--- src/rtl/keyboard_matrix.sv ---
// PS/2 set-2 keyboard receiver and decoder presenting a C64-style 8x8 key matrix
// to CIA1 port A/B, with F12 routed to the RESTORE line.
module keyboard_matrix #(
    parameter int TIMEOUT = 16384
) (
    input  logic       dot_clk,
    input  logic       reset,
    input  logic       ps2_clk,
    input  logic       ps2_data,
    input  logic [7:0] keyboard_ROW,
    output logic [7:0] keyboard_COL,
    output logic       restore,
    output logic       frame_err
);

    localparam int CW = $clog2(TIMEOUT + 1);
    localparam logic [CW-1:0] IDLE_LIMIT = CW'(TIMEOUT - 1);

    typedef enum logic [1:0] {IDLE, BRK, EXT, EXT_BRK} state_t;

    logic [1:0]      clk_sync_q, clk_sync_d;
    logic [1:0]      dat_sync_q, dat_sync_d;
    logic            clk_prev_q, clk_prev_d;
    logic [3:0]      bit_pos_q, bit_pos_d;
    logic [9:0]      frame_q, frame_d;
    logic [CW-1:0]   idle_cnt_q, idle_cnt_d;
    logic [7:0]      byte_q, byte_d;
    logic            byte_vld_q, byte_vld_d;
    logic            frame_err_q, frame_err_d;
    state_t          state_q, state_d;
    logic [7:0][7:0] key_q, key_d;
    logic            restore_q, restore_d;

    logic        fall;
    logic [10:0] full;
    logic [6:0]  lut;
    logic        apply, make;

    // Returns {valid, row[2:0], col[2:0]} for a set-2 scan code.
    function automatic logic [6:0] key_lut(input logic [7:0] code);
        case (code)
            8'h66: key_lut = {1'b1, 3'd0, 3'd0};  8'h5A: key_lut = {1'b1, 3'd0, 3'd1};
            8'h83: key_lut = {1'b1, 3'd0, 3'd3};  8'h05: key_lut = {1'b1, 3'd0, 3'd4};
            8'h04: key_lut = {1'b1, 3'd0, 3'd5};  8'h03: key_lut = {1'b1, 3'd0, 3'd6};
            8'h26: key_lut = {1'b1, 3'd1, 3'd0};  8'h1D: key_lut = {1'b1, 3'd1, 3'd1};
            8'h1C: key_lut = {1'b1, 3'd1, 3'd2};  8'h25: key_lut = {1'b1, 3'd1, 3'd3};
            8'h1A: key_lut = {1'b1, 3'd1, 3'd4};  8'h1B: key_lut = {1'b1, 3'd1, 3'd5};
            8'h24: key_lut = {1'b1, 3'd1, 3'd6};  8'h12: key_lut = {1'b1, 3'd1, 3'd7};
            8'h2E: key_lut = {1'b1, 3'd2, 3'd0};  8'h2D: key_lut = {1'b1, 3'd2, 3'd1};
            8'h23: key_lut = {1'b1, 3'd2, 3'd2};  8'h36: key_lut = {1'b1, 3'd2, 3'd3};
            8'h21: key_lut = {1'b1, 3'd2, 3'd4};  8'h2B: key_lut = {1'b1, 3'd2, 3'd5};
            8'h2C: key_lut = {1'b1, 3'd2, 3'd6};  8'h22: key_lut = {1'b1, 3'd2, 3'd7};
            8'h3D: key_lut = {1'b1, 3'd3, 3'd0};  8'h35: key_lut = {1'b1, 3'd3, 3'd1};
            8'h34: key_lut = {1'b1, 3'd3, 3'd2};  8'h3E: key_lut = {1'b1, 3'd3, 3'd3};
            8'h32: key_lut = {1'b1, 3'd3, 3'd4};  8'h33: key_lut = {1'b1, 3'd3, 3'd5};
            8'h3C: key_lut = {1'b1, 3'd3, 3'd6};  8'h2A: key_lut = {1'b1, 3'd3, 3'd7};
            8'h46: key_lut = {1'b1, 3'd4, 3'd0};  8'h43: key_lut = {1'b1, 3'd4, 3'd1};
            8'h3B: key_lut = {1'b1, 3'd4, 3'd2};  8'h45: key_lut = {1'b1, 3'd4, 3'd3};
            8'h3A: key_lut = {1'b1, 3'd4, 3'd4};  8'h42: key_lut = {1'b1, 3'd4, 3'd5};
            8'h44: key_lut = {1'b1, 3'd4, 3'd6};  8'h31: key_lut = {1'b1, 3'd4, 3'd7};
            8'h4E: key_lut = {1'b1, 3'd5, 3'd0};  8'h4D: key_lut = {1'b1, 3'd5, 3'd1};
            8'h4B: key_lut = {1'b1, 3'd5, 3'd2};  8'h55: key_lut = {1'b1, 3'd5, 3'd3};
            8'h49: key_lut = {1'b1, 3'd5, 3'd4};  8'h4C: key_lut = {1'b1, 3'd5, 3'd5};
            8'h41: key_lut = {1'b1, 3'd5, 3'd7};  8'h59: key_lut = {1'b1, 3'd6, 3'd4};
            8'h4A: key_lut = {1'b1, 3'd6, 3'd7};  8'h16: key_lut = {1'b1, 3'd7, 3'd0};
            8'h14: key_lut = {1'b1, 3'd7, 3'd2};  8'h1E: key_lut = {1'b1, 3'd7, 3'd3};
            8'h29: key_lut = {1'b1, 3'd7, 3'd4};  8'h11: key_lut = {1'b1, 3'd7, 3'd5};
            8'h15: key_lut = {1'b1, 3'd7, 3'd6};  8'h76: key_lut = {1'b1, 3'd7, 3'd7};
            default: key_lut = 7'd0;
        endcase
    endfunction

    assign fall = clk_prev_q & ~clk_sync_q[1];
    assign full = {dat_sync_q[1], frame_q};

    always_comb begin
        clk_sync_d  = {clk_sync_q[0], ps2_clk};
        dat_sync_d  = {dat_sync_q[0], ps2_data};
        clk_prev_d  = clk_sync_q[1];
        bit_pos_d   = bit_pos_q;
        frame_d     = frame_q;
        idle_cnt_d  = idle_cnt_q;
        byte_d      = byte_q;
        byte_vld_d  = 1'b0;
        frame_err_d = 1'b0;
        if (fall) begin
            idle_cnt_d = '0;
            if (bit_pos_q == 4'd10) begin
                bit_pos_d = 4'd0;
                if (!full[0] && full[10] && (^full[9:1])) begin
                    byte_vld_d = 1'b1;
                    byte_d     = full[8:1];
                end else begin
                    frame_err_d = 1'b1;
                end
            end else begin
                bit_pos_d = bit_pos_q + 4'd1;
                frame_d   = {dat_sync_q[1], frame_q[9:1]};
            end
        end else if (bit_pos_q != 4'd0) begin
            // A stalled partial frame is dropped silently.
            if (idle_cnt_q == IDLE_LIMIT) begin
                bit_pos_d  = 4'd0;
                idle_cnt_d = '0;
            end else begin
                idle_cnt_d = idle_cnt_q + 1'b1;
            end
        end
    end

    always_comb begin
        state_d   = state_q;
        key_d     = key_q;
        restore_d = restore_q;
        apply     = 1'b0;
        make      = 1'b0;
        lut       = key_lut(byte_q);
        if (byte_vld_q) begin
            case (state_q)
                IDLE: begin
                    if (byte_q == 8'hF0)      state_d = BRK;
                    else if (byte_q == 8'hE0) state_d = EXT;
                    else begin
                        apply = 1'b1;
                        make  = 1'b1;
                    end
                end
                BRK: begin
                    apply   = 1'b1;
                    state_d = IDLE;
                end
                EXT:     state_d = (byte_q == 8'hF0) ? EXT_BRK : IDLE;
                default: state_d = IDLE;
            endcase
        end
        if (apply) begin
            if (byte_q == 8'h07)  restore_d = make;
            else if (lut[6])      key_d[lut[5:3]][lut[2:0]] = make;
        end
    end

    always_comb begin
        keyboard_COL = 8'hFF;
        for (int r = 0; r < 8; r++)
            for (int c = 0; c < 8; c++)
                if (!keyboard_ROW[r] && key_q[r][c]) keyboard_COL[c] = 1'b0;
    end

    always_ff @(posedge dot_clk) begin
        if (reset) begin
            clk_sync_q  <= 2'b11;
            dat_sync_q  <= 2'b11;
            clk_prev_q  <= 1'b1;
            bit_pos_q   <= 4'd0;
            frame_q     <= '0;
            idle_cnt_q  <= '0;
            byte_q      <= 8'h00;
            byte_vld_q  <= 1'b0;
            frame_err_q <= 1'b0;
            state_q     <= IDLE;
            key_q       <= '0;
            restore_q   <= 1'b0;
        end else begin
            clk_sync_q  <= clk_sync_d;
            dat_sync_q  <= dat_sync_d;
            clk_prev_q  <= clk_prev_d;
            bit_pos_q   <= bit_pos_d;
            frame_q     <= frame_d;
            idle_cnt_q  <= idle_cnt_d;
            byte_q      <= byte_d;
            byte_vld_q  <= byte_vld_d;
            frame_err_q <= frame_err_d;
            state_q     <= state_d;
            key_q       <= key_d;
            restore_q   <= restore_d;
        end
    end

    assign restore   = restore_q;
    assign frame_err = frame_err_q;

endmodule

--- config.mk ---
export PLATFORM = sky130hd
export DESIGN_NAME = keyboard_matrix
export DESIGN_NICKNAME = d
export VERILOG_FILES = /design/src/rtl/keyboard_matrix.sv
export SDC_FILE = /design/constraint.sdc
export NUM_CORES = 1
export LEC_CHECK = 0
export BUFFER_PORTS_ARGS = -buffer_cell sky130_fd_sc_hd__buf_2
export CORE_UTILIZATION = 65
export CTS_BUF_LIST = sky130_fd_sc_hd__clkbuf_4
export DETAILED_ROUTE_END_ITERATION = 7
export PLACE_DENSITY = 0.83
export RECOVER_POWER = 50
export SLEW_MARGIN = 10
export SYNTH_ARGS = -nofsm -noshare
export SYNTH_HDL_FRONTEND = slang
export SYNTH_SLANG_ARGS = --single-unit
--- constraint.sdc ---
create_clock -name dot_clk -period 3.6 [get_ports dot_clk]
set_input_delay 0.18 -clock dot_clk [delete_from_list [all_inputs] [get_ports dot_clk]]
set_output_delay 0.18 -clock dot_clk [all_outputs]
set_load 0.03 [all_outputs]
==> metrics, run 1 <==
share of the synthesized area in the top cell type 0.358; Syn Nets 930; Boundary Pins 22; Worst R2R Path Depth 10; vias in the first global route 5632; setup violators final 0; asr flop ratio synth 0; drt first pass iters 5; setup_tns 0 ns; GRT Util Overall 0.329; nets 917; Antenna Violating Nets Remaining 0; RSZ-0062 raised after global routing false; total gr overflow 0; Synth cell types 73; FILL cells 806; Tightest Pin Transition about 1.2 ns; Top delay family on crit path compound AO/OA/AOI/OAI gates; clk buf depth 2; crit path launch frame_q[4]; clock-pin slew on the worst setup and hold paths 0.11 ns; initial DRC count 335; Main synth FF type dfxtp_1; Layout area overhead 6.39%; CTS Sinks ~120; share of cells above drive strength 1 0.0949; ANT cells 0; Fin. Hold Viols 0; # DRC 0; Met2 Wirelength approximately 8400 um; register area share after synthesis 0.358; Final Skew ~0.025 ns; Mapped Cells 906; Die X 103 um; Req. time, crit path 4.00 ns; synth warn 0; Final min period 3.39 ns; CP endpoint kind flop; leading cell types by count after synthesis nand2_1, dfxtp_1, a21oi_1, nand3_1, inv_1; initial antenna violation count 0; slowest CP cell xnor3_2; cell taking the most area after synthesis dfxtp_1; met3 wire len ~1100 um; largest net degree at the start of global routing 80; slew margin rel. 0.202; Worst Path Arrival approximately 3.8 ns; worst reg2reg startpoint frame_q[4]; max_cap viols 0; crit-path cells xor2_2 > xnor3_2 > mux2i_2 > buf_4 > mux2_1 > inv_2 > and2_4 > o2bb2ai_1 > o311a_1 > o31a_1; Critical Path Start Type flop; CP Buf/Inv Count 2; hold depth 2; Design Power 2.46 mW; # port buffers 21; max frequency 0.295 GHz; critical path class reg -> reg; total CTS buffers 17; Top Layer Used met4; status completed; Slew Limit Fails 0; Worst path depth 10; CTS tree yes; Post-DP HPWL roughly 11000 um; clk_lat worst skew 0.53 ns; Worst Setup EP lut[2]; post-layout util 0.715; Power Dens Cells 351 mW/mm2; Largest stage delay, worst path 0.50 ns; wl on met1 6940 um; Mapped Area 0.00660 mm2; die area 0.0106 mm2; fin crit share 0.941; number of flops mapped to enable cells by yosys 0; ratio of routed vias to standard cells 5.96; Static Leak 2.31 nW; Root Buffer Master clkbuf_4; drt wl/cell 16.2 um; Core ar. a little under 0.01 mm2; Initial Utilization 0.672; critical path peak fanout 20; synth top area cells dfxtp_1, nand2_1, a21oi_1, nand3_1, inv_1; Mean Syn Cell Area 7.28 um2; cell with the most instances after synthesis nand2_1; Std-Cell Rows 36; height of the die 103 um; vias 6189; peak supply drop ~0.00027 V; first-pass GRT wire length 26600 um; r2r endpoint lut[2]; HP Class in -> reg; Post-Route WL 16800 um; reg2reg setup slack 0.21 ns; H-tree depth 4; Synth Register Bits 118; GP Congestion 0.925
==> layout make-up <==
cell class                 count  area, um2  area share
clock buffer                  19        143      0.0203
clock inverter                13        179      0.0255
inverter                      77        289      0.0412
multi-input combinational    638       3640       0.518
sequential                   118       2360       0.337
tap                          133        166      0.0237
timing repair buffer          41        241      0.0344
==> cell usage in the layout, fill, tap and decap left out, drive strengths merged, types with 5 or more instances in the layout <==
cell type | synthesis | final
nor3 | 12 | 12
o22ai | 34 | 34
or2 | 7 | 7
nor2b | 13 | 13
clkinv | 0 | 5
nand2b | 8 | 8
xor2 | 10 | 10
buf | 15 | 27
xnor2 | 7 | 7
nor3b | 8 | 8
clkbuf | 58 | 31
a31oi | 5 | 5
mux2 | 5 | 5
nor4 | 12 | 12
nand3 | 79 | 79
nor2 | 50 | 50
a211oi | 5 | 5
o21ai | 15 | 15
nand4 | 5 | 5
mux2i | 16 | 16
dfxtp | 118 | 118
a21oi | 89 | 89
inv | 77 | 79
nand2 | 184 | 184
and3 | 6 | 6
ha | 12 | 12
==> power breakdown <==
group          internal [mW]  total, mW  switching [mW]
Combinational         0.0173     0.0731          0.0559
Clock                  0.565       1.08           0.513
Sequential              1.31       1.31         0.00331
==> worst min-delay path by stage <==
stage | from | end | slack, ns
after global placement | ps2_data | dat_sync_q[0] | 0.37
after global routing | reset | bit_pos_q[0] | 0.02
after detailed placement | ps2_data | dat_sync_q[0] | 0.37
final | reset | bit_pos_q[0] | 0.05
after CTS | reset | bit_pos_q[0] | 0.008
after floorplan | ps2_clk | clk_sync_q[0] | 0.28
==> metrics by stage <==
stage / instance area [um2] / hold WS [ns] / cells / setup WS (ns)
4_1_cts: 7020 / 0.00815 / 1037 / 0.0501
3_3_place_gp: 6680 / 0.368 / 1003 / 0.257
2_1_floorplan: 6600 / 0.284 / 906 / 0.457
5_1_grt: 7020 / 0.0170 / 1039 / 0.0383
6_report: 7020 / 0.0479 / 1039 / 0.213
3_5_place_dp: 6680 / 0.374 / 1003 / 0.0878
==> repair_timing <==
action,4_1_cts,5_1_grt
endpoints found under the setup margin,0,4
resized for setup,0,7
hold buffers,2,0
buffers inserted,0,2
endpoints found under the hold margin,2,0
==> routing by layer <==
layer,track usage,up-vias
met3,0.0583,40
met2,0.586,230
li1,-,3045
met1,0.390,2874
met5,0,-
met4,0.140,0
==> logic make-up after synthesis <==
| logic type | share of synthesized area |
|---|---|
| AOI/OAI and AO/OA | 0.164 |
| muxes | 0.0408 |
| adders and majority gates | 0.0228 |
| xor gates and xnor gates | 0.0309 |
| and+or+nand+nor | 0.291 |
| DFF | 0.358 |
| buffers and inverters | 0.0931 |
==> state kept, by name (all words and copies together) (netlist names) <==
register	count
idle_cnt_q	15
clk_prev_q	1
restore	1
dat_sync_q	2
key_q	64
byte_vld_q	1
byte_q	8
frame_q	10
lut	7
state_q	2
frame_err	1
bit_pos_q	4
clk_sync_q	2
Note: power is estimated with default switching activity, not from simulation.
==> run 2, diff against run 1 <==
CORE_ASPECT_RATIO = 0.8   (was not set)
CORE_UTILIZATION = 30   (was 65)
PLACE_DENSITY = not set   (was 0.83)
==> run 2 against run 1 <==
  * The flow now finishes with violations (design-rule violations)
  * Largest cell class unchanged
  * Critical path depth rose by 1
  * Clock power rose by 5%
  * Sequential cell count did not move
  * Sequential power barely moved
  * Final cell count rose by 14%
  * Register-to-register slack got worse by 0.03 ns
  * Fmax fell by 1.0%
  * Combinational power rose by 6.8%
  * Non-clock buffer count rose by 1
  * Die area rose by 110%
==> metrics, run 2 (synthesized netlist as in run 1, its figures left out) <==
largest net degree at the start of global routing 74; failing checks design-rule violations; # DRC 2; Core ar. 0.0216 mm2; switching share of total power 0.255; CTS tree yes; most flop-heavy register key_q; total gr overflow 0; peak supply drop 0.000278 V; GRT Util Overall 0.158; clk buf depth 2; Antenna Violating Nets Remaining 0; Layout area overhead 9.18%; CP endpoint kind flop; Worst Path Arrival approximately 3.9 ns; setup_tns 0 ns; RSZ-0062 raised after global routing false; Std-Cell Rows 48; fin crit share 0.950; Final Skew 0.0231 ns; die area 0.0226 mm2; # port buffers 21; H-tree depth 4; Req. time, crit path 4.06 ns; hold depth 3; DP Area between 0.006 and 0.007 mm2; vias in the first global route between 5000 and 6000; critical path class reg -> reg; post-layout util 0.334; Final min period 3.42 ns; initial antenna violation count 0; Sequential Power Share 0.520; Critical Path Start Type flop; Final Cell Area 0.00720 mm2; Power Dens Cells about 350 mW/mm2; CTS Sinks 118; max_cap viols 0; clock-pin slew on the worst setup and hold paths 0.11 ns; Post-Route WL about 17000 um; critical path peak fanout 8; Post-DP HPWL 11100 um; slew margin rel. 0.213; nets 918; most frequent cells in the layout nand2_1, dfxtp_1, a21oi_1, nand3_1, inv_1; setup violators final 0; vias ~6100; status finished, violations left; Initial Utilization 0.306; combinational fraction of design power 0.031; total CTS buffers 17; Fin. Hold Viols 0; top flop regs key_q x64, idle_cnt_q x15, frame_q x10; initial DRC count 703; hold slack 0.335 ns; Tightest Pin Transition 1.18 ns; Root Buffer Master clkbuf_4; max frequency just under 0.3 GHz; max reg flops 64; commonest non-fill, non-tap cell in the layout nand2_1; clk_lat worst skew 0.57 ns; first-pass GRT wire length about 28000 um; GP Congestion approximately 0.89; Static Leak 2.32 nW; Slew Limit Fails 0; Worst R2R Path Depth 11; Boundary Pins 22; drt wl/cell 14.8 um; ANT cells 0; switching power 0.645 mW; drt first pass iters 8; Pint 1.88 mW; HP Class in -> reg; Die X 168 um; setup bufs post-CTS 0; clock share of power 0.449; share of cells above drive strength 1 0.0915; ratio of routed vias to standard cells around 5; height of the die 135 um
[run 2: cell types whose count changed in the layout (fill, tap and decap cells not counted), moves of 2 or more]
cell	before	now
dfxtp_1	116	118
nor3b_1	7	5
buf_4	17	15
clkbuf_1	12	14
nor3b_2	1	3
dfxtp_2	2	0
[run 2: cell type report]
class / instances / area (um2)
well taps: 275 / 344
fillers: 2317 / 14400
repair buffers: 42 / 245
clock inverters: 14 / 183
clock buffers: 18 / 135
inverters: 77 / 289
multi-input cells: 638 / 3650
flip-flops and latches: 118 / 2360
[run 2: per-stage QoR]
stage	power, mW	instances	setup slack (ns)
after floorplan	1.39	906	0.457
after detailed placement	1.42	1147	0.208
after CTS	2.54	1182	0.171
final	2.53	1182	0.179
after global placement	1.42	1147	0.274
after global routing	2.62	1182	0.0417
[run 2: repair_timing]
item	4_1_cts	5_1_grt
setup endpoints to repair	0	3
hold buffers	3	0
hold endpoints to repair	7	0
gates resized for setup	0	2
[run 2: critical path, stage by stage (launching register included)]
cell and delay (ns):
dfxtp_1 0.50, xor2_2 0.18, xnor3_2 0.49, mux2_4 0.41, mux2i_4 0.25, inv_2 0.15
ha_1 0.26, nand3_1 0.10, o311a_1 0.30, o21a_1 0.23, a21boi_1 0.17, a221oi_1 0.27
[run 2: power by group through the flow]
stage | logic [mW] | clock network (mW) | registers, mW
2_1_floorplan | 0.0492 | 0 | 1.34
3_3_place_gp | 0.0754 | 0 | 1.34
3_5_place_dp | 0.0748 | 0 | 1.34
4_1_cts | 0.0775 | 1.15 | 1.31
5_1_grt | 0.0834 | 1.22 | 1.31
6_report | 0.0781 | 1.13 | 1.31
[run 2: routing by layer]
metal / GRT usage / part of all wire / wire length [um] / vias to the layer above
met5: 0 / 0 / 0 / -
met4: 0.0494 / 0.011 / 196 / 0
met3: 0.0399 / 0.062 / 1080 / 20
met2: 0.208 / 0.40 / 6910 / 210
met1: 0.242 / 0.53 / 9250 / 2802
li1: - / - / - / 3041
[run 2: final timing paths]
| kind | start | end | slack [ns] |
|---|---|---|---|
| hold / removal | ps2_data | dat_sync_q[0] | 0.33 |
| setup reg to reg | frame_q[4] | lut[5] | 0.18 |
| hold reg to reg | dat_sync_q[0] | dat_sync_q[1] | 0.42 |
| setup / recovery | frame_q[4] | lut[5] | 0.18 |
